File: src/rtl/l3_tag_ctrl_pkg.sv
// Shared types and default geometry for the L3 tag-array control blocks.
package l3_tag_ctrl_pkg;

    localparam int unsigned DEF_WAYS        = 16;
    localparam int unsigned DEF_INDEX_WIDTH = 12;
    localparam int unsigned DEF_TAG_WIDTH   = 22;

    typedef enum logic [1:0] {
        IDLE  = 2'd0,
        DRAIN = 2'd1,
        FLUSH = 2'd2,
        DONE  = 2'd3
    } flush_state_e;

endpackage

File: src/rtl/l3_rr_arbiter.sv
// NUM_REQ-wide round-robin arbiter: scans upward from rr_ptr with wrap and
// advances the pointer past the winner only on cycles where a grant is issued.
module l3_rr_arbiter #(
    parameter int unsigned  NUM_REQ  = 4,
    localparam int unsigned ID_WIDTH = $clog2(NUM_REQ)
) (
    input  logic                clk,
    input  logic                rst_n,
    input  logic [NUM_REQ-1:0]  req,
    input  logic                en,
    output logic [NUM_REQ-1:0]  gnt,
    output logic [ID_WIDTH-1:0] gnt_id,
    output logic                gnt_valid
);

    logic [ID_WIDTH-1:0] rr_ptr;
    logic [ID_WIDTH-1:0] cand;

    // NUM_REQ is a power of two, so index arithmetic wraps naturally.
    always_comb begin
        gnt       = '0;
        gnt_id    = '0;
        gnt_valid = 1'b0;
        cand      = '0;
        if (en) begin
            for (int unsigned i = 0; i < NUM_REQ; i++) begin
                cand = rr_ptr + ID_WIDTH'(i);
                if (!gnt_valid && req[cand]) begin
                    gnt_valid = 1'b1;
                    gnt_id    = cand;
                end
            end
        end
        gnt[gnt_id] = gnt_valid;
    end

    always_ff @(posedge clk or negedge rst_n) begin
        if (!rst_n) begin
            rr_ptr <= '0;
        end else if (gnt_valid) begin
            rr_ptr <= gnt_id + ID_WIDTH'(1);
        end
    end

endmodule

File: src/rtl/l3_tag_arbiter.sv
// Single-port L3 tag array arbiter: fills over round-robin lookups, plus the
// whole-cache flush sequencer. Define L3_TAG_ARB_PERF_EN for perf counters.
module l3_tag_arbiter
    import l3_tag_ctrl_pkg::*;
#(
    parameter int unsigned  NUM_REQ     = 4,
    parameter int unsigned  WAYS        = DEF_WAYS,
    parameter int unsigned  INDEX_WIDTH = DEF_INDEX_WIDTH,
    parameter int unsigned  TAG_WIDTH   = DEF_TAG_WIDTH,
    localparam int unsigned ID_WIDTH    = $clog2(NUM_REQ)
) (
    input  logic                           clk,
    input  logic                           rst_n,
`ifdef L3_TAG_ARB_PERF_EN
    output logic [31:0]                    perf_lookup_cnt,
    output logic [31:0]                    perf_hit_cnt,
`endif
    input  logic [NUM_REQ-1:0]             req_valid,
    output logic [NUM_REQ-1:0]             req_ready,
    input  logic [NUM_REQ*INDEX_WIDTH-1:0] req_index,
    input  logic [NUM_REQ*TAG_WIDTH-1:0]   req_tag,
    input  logic                           fill_valid,
    output logic                           fill_ready,
    input  logic [INDEX_WIDTH-1:0]         fill_index,
    input  logic [TAG_WIDTH-1:0]           fill_tag,
    input  logic [WAYS-1:0]                fill_way,
    input  logic                           flush_req,
    output logic                           flush_busy,
    output logic                           flush_done,
    output logic [WAYS-1:0]                ta_read_req,
    output logic [INDEX_WIDTH-1:0]         ta_read_index,
    output logic [TAG_WIDTH-1:0]           ta_cmp_tag,
    output logic                           ta_write_en,
    output logic [INDEX_WIDTH-1:0]         ta_write_index,
    output logic [TAG_WIDTH-1:0]           ta_write_data,
    output logic [WAYS-1:0]                ta_write_way,
    input  logic [WAYS-1:0]                ta_hit,
    output logic                           ta_cache_flush,
    input  logic                           ta_flush_done,
    output logic                           rsp_valid,
    output logic [ID_WIDTH-1:0]            rsp_id,
    output logic                           rsp_hit,
    output logic [WAYS-1:0]                rsp_way
);

    flush_state_e        state_q;
    flush_state_e        state_d;
    logic                cache_flush_c;
    logic                idle;
    logic                accept_en;
    logic                fill_go;
    logic                lookup_en;
    logic [NUM_REQ-1:0]  gnt;
    logic [ID_WIDTH-1:0] gnt_id;
    logic                gnt_any;
    logic                rsp_valid_q;
    logic [ID_WIDTH-1:0] rsp_id_q;

    // The cycle that samples flush_req already counts as busy and issues nothing.
    assign idle      = (state_q == IDLE);
    assign accept_en = rst_n && idle && !flush_req;
    assign fill_go   = accept_en && fill_valid;
    assign lookup_en = accept_en && !fill_valid;

    l3_rr_arbiter #(
        .NUM_REQ (NUM_REQ)
    ) u_rr_arbiter (
        .clk       (clk),
        .rst_n     (rst_n),
        .req       (req_valid),
        .en        (lookup_en),
        .gnt       (gnt),
        .gnt_id    (gnt_id),
        .gnt_valid (gnt_any)
    );

    always_ff @(posedge clk or negedge rst_n) begin
        if (!rst_n) begin
            state_q <= IDLE;
        end else begin
            state_q <= state_d;
        end
    end

    always_comb begin
        state_d       = state_q;
        cache_flush_c = 1'b0;
        case (state_q)
            IDLE: begin
                if (flush_req) begin
                    state_d = DRAIN;
                end
            end
            DRAIN: begin
                if (!rsp_valid_q) begin
                    cache_flush_c = 1'b1;
                    state_d       = FLUSH;
                end
            end
            FLUSH: begin
                if (ta_flush_done) begin
                    state_d = DONE;
                end
            end
            DONE: begin
                state_d = IDLE;
            end
            default: begin
                state_d = IDLE;
            end
        endcase
    end

    // Response is the registered grant; hit data is the array's next-cycle result.
    always_ff @(posedge clk or negedge rst_n) begin
        if (!rst_n) begin
            rsp_valid_q <= 1'b0;
            rsp_id_q    <= '0;
        end else begin
            rsp_valid_q <= gnt_any;
            rsp_id_q    <= gnt_any ? gnt_id : '0;
        end
    end

    assign req_ready      = gnt;
    assign ta_read_req    = {WAYS{gnt_any}};
    assign ta_read_index  = gnt_any ? req_index[32'(gnt_id) * INDEX_WIDTH +: INDEX_WIDTH] : '0;
    assign ta_cmp_tag     = gnt_any ? req_tag[32'(gnt_id) * TAG_WIDTH +: TAG_WIDTH] : '0;

    assign fill_ready     = fill_go;
    assign ta_write_en    = fill_go;
    assign ta_write_index = fill_go ? fill_index : '0;
    assign ta_write_data  = fill_go ? fill_tag : '0;
    assign ta_write_way   = fill_go ? fill_way : '0;

    assign flush_busy     = rst_n && (!idle || flush_req);
    assign flush_done     = (state_q == DONE);
    assign ta_cache_flush = cache_flush_c;

    assign rsp_valid      = rsp_valid_q;
    assign rsp_id         = rsp_id_q;
    assign rsp_hit        = rsp_valid_q && (|ta_hit);
    assign rsp_way        = rsp_valid_q ? ta_hit : '0;

`ifdef L3_TAG_ARB_PERF_EN
    // Saturating event counters, cleared when a flush completes.
    always_ff @(posedge clk or negedge rst_n) begin
        if (!rst_n) begin
            perf_lookup_cnt <= '0;
            perf_hit_cnt    <= '0;
        end else if (state_q == DONE) begin
            perf_lookup_cnt <= '0;
            perf_hit_cnt    <= '0;
        end else begin
            if (gnt_any && (perf_lookup_cnt != 32'hFFFF_FFFF)) begin
                perf_lookup_cnt <= perf_lookup_cnt + 32'd1;
            end
            if (rsp_hit && (perf_hit_cnt != 32'hFFFF_FFFF)) begin
                perf_hit_cnt <= perf_hit_cnt + 32'd1;
            end
        end
    end
`endif

endmodule
File: config.mk
export PLATFORM = sky130hd
export DESIGN_NAME = l3_tag_arbiter
export DESIGN_NICKNAME = d
export VERILOG_FILES = /design/src/rtl/l3_tag_ctrl_pkg.sv /design/src/rtl/l3_rr_arbiter.sv /design/src/rtl/l3_tag_arbiter.sv
export SDC_FILE = /design/constraint.sdc
export NUM_CORES = 1
export LEC_CHECK = 0
export CORE_AREA = 2 2 131 133
export CTS_BUF_LIST = sky130_fd_sc_hd__clkbuf_8
export CTS_CLUSTER_SIZE = 40
export DETAILED_ROUTE_END_ITERATION = 16
export DIE_AREA = 0 0 133 135
export SYNTH_ARGS = -nofsm -noshare
export SYNTH_HDL_FRONTEND = slang
export SYNTH_SLANG_ARGS = --single-unit
File: constraint.sdc
create_clock -name clk -period 4.23 [get_ports clk]
set_input_delay 0.423 -clock clk [delete_from_list [all_inputs] [get_ports clk]]
set_output_delay 0.423 -clock clk [all_outputs]
set_load 0.02 [all_outputs]
==> key figures <==
Logic synthesis
  • Seq cells post-synth: 7
  • Yosys top cell by area: and2_1
  • Share of the synthesized area in the top cell type: between 20 and 25%
  • Net Count, Synth: 500
  • Asr flop ratio synth: 100%
  • Seq/Total Area, Yosys: 8.60%
  • Post-synthesis cell area: slightly above 2000 sq um
  • Distinct cell type count after synthesis: 41
  • Post-synthesis area per instance: about 7.2 sq um
  • Synth top area cells: and2_1 20%, a221o_1 12%, a22oi_1 12%
  • Syn Inst Count: 284
  • Most used DFF post-synth: dfrtp_1
  • Yosys warns: 0
  • Post-synth EDFFs: 0

Clock tree
  • Max clock buf depth: 2
  • Sink Count: 7
  • Clock latency on the worst-skew pair: 0.23 ns
  • Hold bufs inserted after CTS: 0
  • CTS H-tree depth: 1
  • CTS buffer count: 3
  • TritonCTS clock tree: built
  • Reg clk slew, reported paths: about 0.04 ns
  • # Post-CTS Setup Buffers: 0
  • Post-CTS sizing: 0
  • Root buf cell: clkbuf_8

Hold path
  • Worst Hold Class: input pin to asynchronous set/reset pin

Die
  • Die H: about 140 um
  • Initial Util: 12.4%
  • Die Span X: 133 um
  • Rows: 47
  • Die Area: 18,000 sq um
  • Core ar.: 16,400 sq um
  • IO Count: 340

Timing
  • Max Clock Skew: 0.00176 ns
  • Max frequency: 250 MHz
  • Post-route setup TNS: 0 ns
  • Worst slew pin tran: 0.932 ns
  • RSZ-0062 raised after global routing: false
  • Endpoints failing hold: 0
  • Worst hold slack: around 0.52 ns
  • Final Cycle Share: 94.4%
  • Slew HR: between 30% and 40%
  • Max-slew violations: 0
  • Minimum clock period: 3.99 ns
  • Final setup vio count: 0

Status
  • Status: finished, final reports clean

Finish
  • Ant diodes: 0
  • Synth-to-Final Area Change: 173%
  • Most frequent cells in the layout: 339 x clkdlybuf4s50_1, 66 x and2_1, 33 x a22oi_1, 25 x a221o_1, 25 x nor2_1
  • Layout cells sized above 1: between 3 and 4%
  • Nets: just over 800
  • Commonest non-fill, non-tap cell in the layout: clkdlybuf4s50_1

Detailed routing
  • DRC viols: 0
  • 1st-iter DRT viols: between 100 and 150
  • Number of vias per cell: ~4.3
  • Vias: around 3,500
  • WL per Instance: 18.6 um
  • First-pass iteration count of the detailed router: 4
  • DRT Wirelength: 15,100 um
  • Post-route ant nets: 0

Setup path
  • Worst EP required: ~3.8 ns
  • WP buf/inv: 4
  • CP Capture Type: output port
  • Crit path launch type: input pin
  • CP Max Fanout: 25
  • WS Path Type: input pin to output port
  • Critical path arrival: 3.57 ns
  • Cell mode on critical path: clkdlybuf4s50_1
  • Slowest CP cell: or4_4
  • Max stage delay on crit path: 0.61 ns
  • Critical path cell sequence: clkdlybuf4s50_1, or4_4, nand2_4, inv_2, o21ai_4, nor2_2, buf_4, a221o_1, clkdlybuf4s50_1
  • Top delay family on crit path: buffers and inverters

Power and ir drop
  • PwrDens: 203 nW/um^2
  • Switching pwr: just over 500 uW
  • Combinational share of power: 80.3%
  • Sequential Power Share: 11.4%
  • Peak supply drop: 0.112 mV
  • Internal: a little over 600 uW
  • Lkg Pwr: 2.05 nW
  • Switching Fraction: 45.1%
  • Clk network pwr share: around 8.3%

Global route
  • Largest net degree at the start of global routing: 45
  • Total Routing Usage GR: 15.5%
  • Global-route wire length before repair: 21,500 um
  • Overflow after GRT: 0
  • Antenna violations before repair: 0
  • Vias in the first global route: 3,595

Place
  • Gpl congestion: 0.871
  • Port Buf Inserts: 339
  • Hpwl dp: 12,700 um

Job
  • Max-Cap Viols: 0
==> worst reg2reg max path: stages (launching register included) <==
cell      delay [ns]
dfrtp_1         0.41
inv_1           0.11
ha_1            0.19
and4bb_2        0.36
nand2_4         0.21
inv_2           0.39
==> power by group through the flow <==
stage / registers, mW / logic, mW / clock network, mW
5_1_grt: 0.133 / 0.975 / 0.102
3_5_place_dp: 0.127 / 0.904 / 0
4_1_cts: 0.127 / 0.910 / 0.0992
3_3_place_gp: 0.126 / 0.892 / 0
6_report: 0.129 / 0.905 / 0.0939
2_1_floorplan: 0.104 / 0.494 / 0
==> path summary, 6_finish.rpt <==
check / start / cells after the start / slack [ns] / to
setup / recovery: req_valid[2] / 9 / 0.24 / ta_cmp_tag[9]
hold / removal: rst_n / 2 / 0.52 / rsp_id[1]
setup reg to reg: state_q[1] / 5 / 2.40 / rsp_valid
hold reg to reg: state_q[0] / 2 / 0.55 / state_q[0]
max in group asynchronous: rst_n / 2 / 3.58 / state_q[0]
min in group clk: state_q[0] / 2 / 0.55 / state_q[0]
==> logic make-up after synthesis <==
kind of cell / share of synthesized area [%]
AO/OA/AOI/OAI: 40.2
buffers and inverters: 13.8
adder cells (fa/ha/maj): 3.07
flip-flops: 8.60
AND/OR/NAND/NOR: 32.9
multiplexers: 1.04
XOR/XNOR: 0.430
==> sequential cells by signal, summed over array words and instances, names as in the netlist <==
signal / count
rsp_id: 2
state_q: 2
u_rr_arbiter.rr_ptr: 2
rsp_valid: 1
==> cell type report <==
| class | count | area, sq um |
|---|---|---|
| Tap cell | 220 | 275 |
| Inverter | 10 | 37.5 |
| Fill cell | 1663 | 10800 |
| Clock inverter | 1 | 3.75 |
| Multi-Input combinational cell | 226 | 1580 |
| Sequential cell | 7 | 175 |
| Clock buffer | 3 | 41.3 |
| Timing Repair Buffer | 346 | 3450 |
==> through the flow <==
step | setup slack [ns] | cells | cell area, sq um | util [%] | total power, mW
after detailed placement | 0.227 | 809 | 5520 | 33.6 | 1.03
after floorplan | 1.86 | 284 | 2040 | - | 0.598
after global placement | 0.306 | 809 | 5520 | 33.6 | 1.02
final | 0.236 | 813 | 5560 | 33.9 | 1.13
after CTS | 0.217 | 813 | 5560 | 33.9 | 1.14
after global routing | 0.0777 | 813 | 5560 | 33.9 | 1.21
==> layer usage <==
metal | up-vias | GRT usage (%) | wire, um
met2 | 212 | 29.3 | 7930
met3 | 10 | 4.47 | 1390
met5 | - | 0 | 0
li1 | 1665 | - | -
met4 | 0 | 3.11 | 239
met1 | 1625 | 17.2 | 5570
==> synth_stat cells, drive strengths merged, types with 6 or more instances <==
cell,n
nand2,6
nor2,26
inv,10
nor2b,6
buf,23
dfrtp,7
o22ai,22
o21ai,6
a221o,25
a22oi,33
and2,66
clkbuf,18
(Power assumes the default switching activity.)
